$ cat config.mk
export PLATFORM = sky130hd
export DESIGN_NAME = i2s_transmitter
export DESIGN_NICKNAME = d
export VERILOG_FILES = /design/src/rtl/i2s_pkg.sv /design/src/rtl/i2s_clk_gen.sv /design/src/rtl/i2s_transmitter.sv
export SDC_FILE = /design/constraint.sdc
export NUM_CORES = 1
export LEC_CHECK = 0
export ABC_AREA = 1
export CAP_MARGIN = 20
export CELL_PAD_IN_SITES_DETAIL_PLACEMENT = 0
export CELL_PAD_IN_SITES_GLOBAL_PLACEMENT = 1
export CORE_ASPECT_RATIO = 1.5
export CORE_MARGIN = 2
export CORE_UTILIZATION = 45
export CTS_CLUSTER_DIAMETER = 50
export DETAILED_ROUTE_END_ITERATION = 8
export DONT_BUFFER_PORTS = 1
export PLACE_DENSITY_LB_ADDON = 0.25
export SYNTH_ARGS = -nofsm -noshare
export SYNTH_HDL_FRONTEND = slang
export SYNTH_SLANG_ARGS = --single-unit
$ cat constraint.sdc
create_clock -name clk -period 2.6 [get_ports clk]
set_clock_uncertainty 0.1 [all_clocks]
set_input_delay 0.52 -clock clk [delete_from_list [all_inputs] [get_ports clk]]
set_output_delay 0.52 -clock clk [all_outputs]
set_load 0.1 [all_outputs]
$ cat src/rtl/i2s_pkg.sv
// rtl/i2s_pkg.sv - shared state and channel types for the I2S transmitter
package i2s_pkg;

    typedef enum logic [1:0] {
        IDLE,
        PRIME,
        RUN,
        DRAIN
    } i2s_tx_state_e;

    typedef enum logic {
        CH_LEFT  = 1'b0,
        CH_RIGHT = 1'b1
    } i2s_channel_e;

    function automatic i2s_channel_e other_channel(input i2s_channel_e ch);
        return (ch == CH_LEFT) ? CH_RIGHT : CH_LEFT;
    endfunction

endpackage

$ cat src/rtl/i2s_clk_gen.sv
// rtl/i2s_clk_gen.sv - BCLK divider with rise/fall strobes
module i2s_clk_gen #(
    parameter int CLK_DIV = 4
) (
    input  logic clk,
    input  logic rst,
    input  logic enable,
    output logic bclk,
    output logic rise,
    output logic fall
);
    localparam int DIVW = (CLK_DIV > 1) ? $clog2(CLK_DIV) : 1;
    localparam logic [DIVW-1:0] TC = DIVW'(CLK_DIV - 1);

    logic [DIVW-1:0] div;
    logic            tc;

    // Strobes lead bclk by one clk so users update on the same edge bclk moves.
    assign tc   = enable && (div == TC);
    assign rise = tc && !bclk;
    assign fall = tc && bclk;

    always_ff @(posedge clk) begin
        if (rst || !enable) begin
            div  <= '0;
            bclk <= 1'b0;
        end else if (tc) begin
            div  <= '0;
            bclk <= ~bclk;
        end else begin
            div <= div + 1'b1;
        end
    end

endmodule

$ cat src/rtl/i2s_transmitter.sv
// rtl/i2s_transmitter.sv - I2S master transmitter draining a 1-clk-latency FIFO
module i2s_transmitter
    import i2s_pkg::*;
#(
    parameter int DATA_WIDTH = 24,
    parameter int SLOT_WIDTH = 32,
    parameter int CLK_DIV    = 4
) (
    input  logic                  clk,
    input  logic                  rst,
    input  logic                  enable_i,
    output logic                  fifo_rd_en_o,
    input  logic                  fifo_empty_i,
    input  logic [DATA_WIDTH-1:0] fifo_data_i,
    output logic                  bclk_o,
    output logic                  lrclk_o,
    output logic                  sdata_o,
    output logic                  busy_o,
    output logic                  underrun_o
);
    localparam int BW = $clog2(SLOT_WIDTH);
    localparam logic [BW-1:0] LAST_B = BW'(SLOT_WIDTH - 1);
    localparam logic [BW-1:0] PF_B   = BW'(SLOT_WIDTH - 2);
    localparam logic [BW-1:0] DATA_B = BW'(DATA_WIDTH);

    i2s_tx_state_e         state, state_next;
    i2s_channel_e          ch;
    logic [BW-1:0]         b;
    logic [DATA_WIDTH-1:0] shreg, next_word;
    logic                  sdata, underrun, prime_pend, cap_pend, armed;
    logic                  run_en, bclk, rise, fall;
    logic                  at_last, wrap, prime_rd, pf_rd, pf_miss;

    assign run_en = (state == RUN);

    i2s_clk_gen #(.CLK_DIV(CLK_DIV)) u_clk_gen (
        .clk    (clk),
        .rst    (rst),
        .enable (run_en),
        .bclk   (bclk),
        .rise   (rise),
        .fall   (fall)
    );

    always_comb begin
        at_last    = (b == LAST_B);
        wrap       = run_en && fall && at_last;
        prime_rd   = (state == PRIME) && !prime_pend && !fifo_empty_i;
        pf_rd      = run_en && rise && at_last && armed && !fifo_empty_i;
        pf_miss    = run_en && rise && at_last && armed && fifo_empty_i;
        state_next = state;
        case (state)
            IDLE:    if (enable_i) state_next = PRIME;
            PRIME:   if (prime_pend) state_next = RUN;
            RUN:     if (wrap && ch == CH_RIGHT && !enable_i) state_next = DRAIN;
            DRAIN:   state_next = IDLE;
            default: state_next = IDLE;
        endcase
    end

    always_ff @(posedge clk) begin
        if (rst) state <= IDLE;
        else     state <= state_next;
    end

    always_ff @(posedge clk) begin
        if (rst) begin
            ch         <= CH_LEFT;
            b          <= '0;
            shreg      <= '0;
            next_word  <= '0;
            sdata      <= 1'b0;
            underrun   <= 1'b0;
            prime_pend <= 1'b0;
            cap_pend   <= 1'b0;
            armed      <= 1'b0;
        end else begin
            cap_pend <= pf_rd;
            if (state == IDLE && enable_i) underrun <= 1'b0;
            if (prime_rd) prime_pend <= 1'b1;
            if (state == PRIME && prime_pend) begin
                prime_pend <= 1'b0;
                shreg      <= fifo_data_i;
                b          <= '0;
                ch         <= CH_LEFT;
                sdata      <= 1'b0;
                armed      <= 1'b0;
            end
            if (pf_miss) begin
                next_word <= '0;
                underrun  <= 1'b1;
            end
            if (cap_pend) next_word <= fifo_data_i;
            if (run_en && fall) begin
                if (at_last) begin
                    b     <= '0;
                    ch    <= other_channel(ch);
                    shreg <= next_word;
                    sdata <= 1'b0;
                    armed <= 1'b0;
                end else begin
                    b <= b + 1'b1;
                    // Bit 0 of each slot is the I2S delay bit; data follows, then padding.
                    if (b < DATA_B) begin
                        sdata <= shreg[DATA_WIDTH-1];
                        shreg <= shreg << 1;
                    end else begin
                        sdata <= 1'b0;
                    end
                    if (b == PF_B) begin
                        armed <= (ch == CH_LEFT) || enable_i;
                        if (ch == CH_RIGHT && !enable_i) next_word <= '0;
                    end
                end
            end
        end
    end

    assign fifo_rd_en_o = !rst && (prime_rd || pf_rd);
    assign bclk_o       = bclk;
    assign lrclk_o      = ch;
    assign sdata_o      = sdata;
    assign busy_o       = (state != IDLE);
    assign underrun_o   = underrun;

endmodule
# Word-level counts from Yosys, hierarchy flattened
# Index checks and enable logic that the tools add are counted.
op_classes:
  addsub: 2
  bitwise_logic: 2
  mux: 31
  eq_ne: 9
  order_cmp: 1
  reduce_logical: 34
op_table:
  columns: ["operator", "count"]
  rows:
  - ["$mux 24", 10]
  - ["$logic_and 1x1->1", 18]
  - ["$mux 5", 3]
  - ["$mux 1", 14]
  - ["$eq 5x5->1 const B", 2]
  - ["$pmux 2 s4", 1]
  - ["$eq 2x2->1 const B", 3]
  - ["$logic_not 1->1", 6]
  - ["$mux 2", 3]
  - ["$reduce_bool 2->1", 3]
  - ["$add 5x1->5 const B", 1]
  - ["$lt 5x5->1 const B", 1]
  - ["$ne 2x2->1 const B", 2]
  - ["$reduce_or 2->1", 2]
  - ["$logic_or 1x1->1", 3]
  - ["$reduce_and 3->1", 1]
  - ["$add 2x1->2 const B", 1]
  - ["$eq 2x1->1 const B", 1]
  - ["$logic_not 2->1", 1]
  - ["$ne 2x1->1 const B", 1]
  - ["$not 1->1", 2]
totals:
  inputBits: 28
  elab_cells: 91
  regBits: 64

# Logic depth before layout (Yosys ltp)
# Gate-level depths: netlist (run 1).
depth:
  word_depth: 13
  ltp_mapped: 12
  ltp_nobuf: 11

# Modules after synthesis
# From an unflattened synthesis (run 1), not the netlist that was laid out.
unflattened:
  hier_cells: 497
  area_unflattened_um2: 3256.9
modules_own_cells:
  columns: ["module", "n_inst", "area_per_inst_um2", "cells_per_inst"]
  rows:
  - ["i2s_transmitter", 1, 3129.3, 479]
  - ["i2s_clk_gen", 1, 127.6, 18]

# Least setup slack after synthesis (run 1)
# Ideal clock, no wire load.
synth_path:
  path_kind: "reg2out"
  startpoint: "register b[0]"
  endpoint: "output fifo_rd_en_o"
  required_time_ns: 1.980
  slack_ns: -0.743
  t_arrival_ns: 2.723
  path_stages_with_launch: 9
  cell_sequence: "dfxtp_1 -> ha_1 -> inv_1 -> nor3_1 -> ha_1 -> nand3_1 -> nor2_1 -> nand2_1 -> a21oi_1"
synth_via:
  elab_chain_cells: 6
synth_rtl:
  columns: ["item", "line_no", "text"]
  rows:
  - ["start: declaration", "i2s_transmitter.sv:28", "logic [BW-1:0] b;"]
  - ["start signal: assignment", "i2s_transmitter.sv:102", "b <= b + 1'b1;"]
  - ["$eq 5x5->1", "i2s_transmitter.sv:46", "at_last = (b == LAST_B);"]
  - ["$logic_and 1x1->1 (3 in a row)", "i2s_transmitter.sv:49", "pf_rd = run_en && rise && at_last && armed && !fifo_empty_i;"]
  - ["$logic_or 1x1->1", "i2s_transmitter.sv:119", "assign fifo_rd_en_o = !rst && (prime_rd || pf_rd);"]
  - ["$logic_and 1x1->1", "i2s_transmitter.sv:119", null]
  - ["end: declaration", "i2s_transmitter.sv:12", "output logic fifo_rd_en_o,"]
# Every way passes these cells.

# Final worst setup path (run 1)
# Ends and elaborated chain as after synthesis.

==> results of run 1 <==
-- worst max-delay path: cells and delay by family, from the launching register on --
| family | cells | cell delay, ns |
|---|---|---|
| buf+inv | 2 | 0.24 |
| compound gates | 1 | 0.17 |
| simple gates | 4 | 0.46 |
| flops | 1 | 0.37 |
| fa+ha+maj | 2 | 0.36 |
-- synth_stat cells (2+ instances only) --
cell type    n
nand2_1    182
dfxtp_1     64
nor2_1      43
nand3_1     42
inv_1       41
a21oi_1     38
nand3b_1    24
buf_2       12
clkbuf_1    12
ha_1         7
o21ai_0      4
nor2_4       3
nor3_1       3
buf_4        2
-- kinds of logic (layout without fill, tap and decap cells) --
logic type | count (synthesis) | count (layout) | synth area share
AO/OA/AOI/OAI | 47 | 47 | 0.0788
adder cells (fa/ha/maj) | 7 | 7 | 0.0270
AND/OR/NAND/NOR | 302 | 302 | 0.408
buffers and inverters | 70 | 76 | 0.0903
flip-flops | 64 | 64 | 0.395
-- worst min path at each step --
stage          slack, ns             start  depth (start not counted)          endpoint
2_1_floorplan       0.30  u_clk_gen.div[0]                          1  u_clk_gen.div[0]
3_5_place_dp        0.32  u_clk_gen.div[0]                          1  u_clk_gen.div[0]
6_report            0.13               rst                          1              b[1]
5_1_grt             0.12               rst                          1              b[1]
3_3_place_gp        0.31  u_clk_gen.div[0]                          1  u_clk_gen.div[0]
4_1_cts             0.12               rst                          1              b[1]
-- state kept, by name (all words and copies together) (netlist names) --
register	flops
cap_pend	1
armed	1
underrun_o	1
next_word	24
u_clk_gen.bclk	1
lrclk_o	1
shreg	24
b	5
u_clk_gen.div	2
state	2
sdata_o	1
prime_pend	1
-- stage by stage --
| step | hold slack (ns) | instance area (um2) | power (W) | TNS, ns |
|---|---|---|---|---|
| floorplan | 0.298 | 3250 | 0.00144 | 0 |
| global placement | 0.306 | 3380 | 0.00155 | 0 |
| detailed placement | 0.325 | 3380 | 0.00156 | 0 |
| CTS | 0.120 | 3570 | 0.00236 | 0 |
| global route | 0.119 | 3610 | 0.00247 | -0.0521 |
| finish | 0.132 | 3610 | 0.00234 | 0 |
-- power by group --
part           switching [W]  internal [W]
combinational       0.000358      0.000147
sequential         0.0000197       0.00101
clock               0.000378      0.000420
-- final cells by class --
| type | instances | area [um2] | area share |
|---|---|---|---|
| multi-input cells | 356 | 1710 | 0.474 |
| flip-flops and latches | 64 | 1290 | 0.357 |
| repair buffers | 18 | 173 | 0.0478 |
| clock buffers | 13 | 169 | 0.0467 |
| inverters | 42 | 158 | 0.0436 |
| well taps | 78 | 97.6 | 0.0270 |
| clock inverters | 3 | 15.0 | 0.00416 |
-- layer usage --
layer  global-route usage  vias up  routed length [um]
met5                    0        -                   0
met4                0.114        0                 175
met3               0.0485       12                 272
met2                0.414       53                4350
met1                0.240     1400                3480
li1                     -     1539                   -
-- what timing repair did --
action	CTS	global route
pin swaps	0	3
resized for setup	2	10
buffers inserted	0	1
setup endpoints to repair	1	1
==> summary.md, run 1 <==
| Metric | Value |
|---|---|
| Status | `finished, final reports clean` |
| Syn Area/Cell | `6.61 um2` |
| Fill cells | `a little over 700` |
| Worst Setup SP | `b[0]` |
| I/O Pins | `34` |
| Vias in the first global route | `~3,000` |
| Distinct cells, synth | `27` |
| Most frequent cells in the layout | `nand2_1 (181), dfxtp_1 (62), nor2_1 (42)` |
| # hold bufs at CTS | `0` |
| Reg2reg setup slack | `around 0.50 ns` |
| Commonest non-fill, non-tap cell in the layout | `nand2_1` |
| Final worst setup slack | `between 0.03 and 0.04 ns` |
| Placed cell count | `between 500 and 600` |
| Max VDD drop | `0.000739 V` |
| Post-layout util | `0.524` |
| Critical Path Sink | `fifo_rd_en_o` |
| Clock slew at reported path FFs | `0.06 ns` |
| DIE WIDTH | `approximately 73 um` |
| Fmax | `0.390 GHz` |
| Synthesis-to-finish area growth | `11.5%` |
| Clk root buf | `clkbuf_8` |
| CP required | `just under 2 ns` |
| Synth area leader | `dfxtp_1` |
| Hold Crit Class | `input port to register` |
| Seq/Total Area, Yosys | `0.395` |
| Post-Synthesis Cell Area | `roughly 3200 um2` |
| Antenna viol nets, final | `0` |
| Ys flop type | `dfxtp_1` |
| Min cycle time layout | `about 2.6 ns` |
| Starting Density | `0.470` |
| Pin count of the biggest net entering global routing | `33` |
| Critical path type | `register to primary output` |
| Slew Viols, Final | `0` |
| Buffers on Ports | `0` |
| Die height | `between 100 and 150 um` |
| Iteration-0 DRC Markers | `~200` |
| Register bit total from synthesis | `64` |
| Yosys top cell area share | `0.395` |
| Core area | `6900 um2` |
| Max-cap violation count | `0` |
| Initial antenna violation count | `0` |
| Final hold vios | `0` |
| CTS Buffer Depth | `2` |
| Grt ovf | `0` |
| Post-DP HPWL | `roughly 5.3 mm` |
| First-pass GRT wire length | `around 14 mm` |
| CTS tree | `yes` |
| Drt drc | `0` |
| Placer Congestion | `~0.78` |
| Leak | `between 1.5 and 2 nW` |
| Number of vias per cell | `around 5.2` |
| Sink Count | `64` |
| Fin crit share | `0.986` |
| Power density cells | `647 nW/um2` |
| CP Launch Type | `register` |
| Row Count | `37` |
| CP max stage cell | `dfxtp_4` |
| Final #Nets | `526` |
| EDFF count, synth | `0` |
| Worst-Skew Late Latency | `around 0.34 ns` |
| Antenna fix cells | `0` |
| Slew headroom | `0.643` |
| Crit path cell chain | `ha_4 > inv_1 > nor3_2 > ha_2 > nand3_2 > nor2_4 > nand2_2 > a21oi_4 > buf_12` |
| Pre-CTS setup slack | `0.337 ns` |
| GRT Total Usage | `0.227` |
| CTS HTree Levels | `3` |
| Die area | `7910 um2` |
| Setup-failing EPs final | `0` |
| CTS buffer count | `9` |
| Number of iterations in the first detailed-routing pass | `4` |
| Critical Path Fanout Max | `4` |
| R2R cell count | `10` |
| Final WL | `just over 8 mm` |
| Worst setup EP type | `primary output` |
| Worst Tran Pin Value | `approximately 0.53 ns` |
| Mapped Cells | `490` |
| Final cell count without fillers | `574` |
| Synth area leaders | `dfxtp_1 (40%), nand2_1 (21%), nand3_1 (6.5%), a21oi_1 (5.9%), nand3b_1 (5.6%)` |
| CP arrival | `1.94 ns` |
| Vias | `3,004` |
| Critical R2R Launch | `b[0]` |
| DR WL/cell | `approximately 14 um` |
| Yosys warning count | `0` |
| Layout cell share with drive strength beyond 1 | `0.107` |
| RR Endpoint | `next_word[22]` |
| Asr flop ratio synth | `0` |
| CP peak stage delay | `0.37 ns` |
| Syn Nets | `between 500 and 600` |
Power figures use the tool's default switching activity.
==> inputs of run 2 (changes only) <==
--- a/config.mk
+++ b/config.mk
@@ -6,7 +6,7 @@
 export NUM_CORES = 1
 export LEC_CHECK = 0
 export ABC_AREA = 1
-export CAP_MARGIN = 20
+export CAP_MARGIN = 15
 export CELL_PAD_IN_SITES_DETAIL_PLACEMENT = 0
 export CELL_PAD_IN_SITES_GLOBAL_PLACEMENT = 1
 export CORE_ASPECT_RATIO = 1.5
==> results of run 2 <==
Final layout, timing and power as in run 1 (identical DEF).
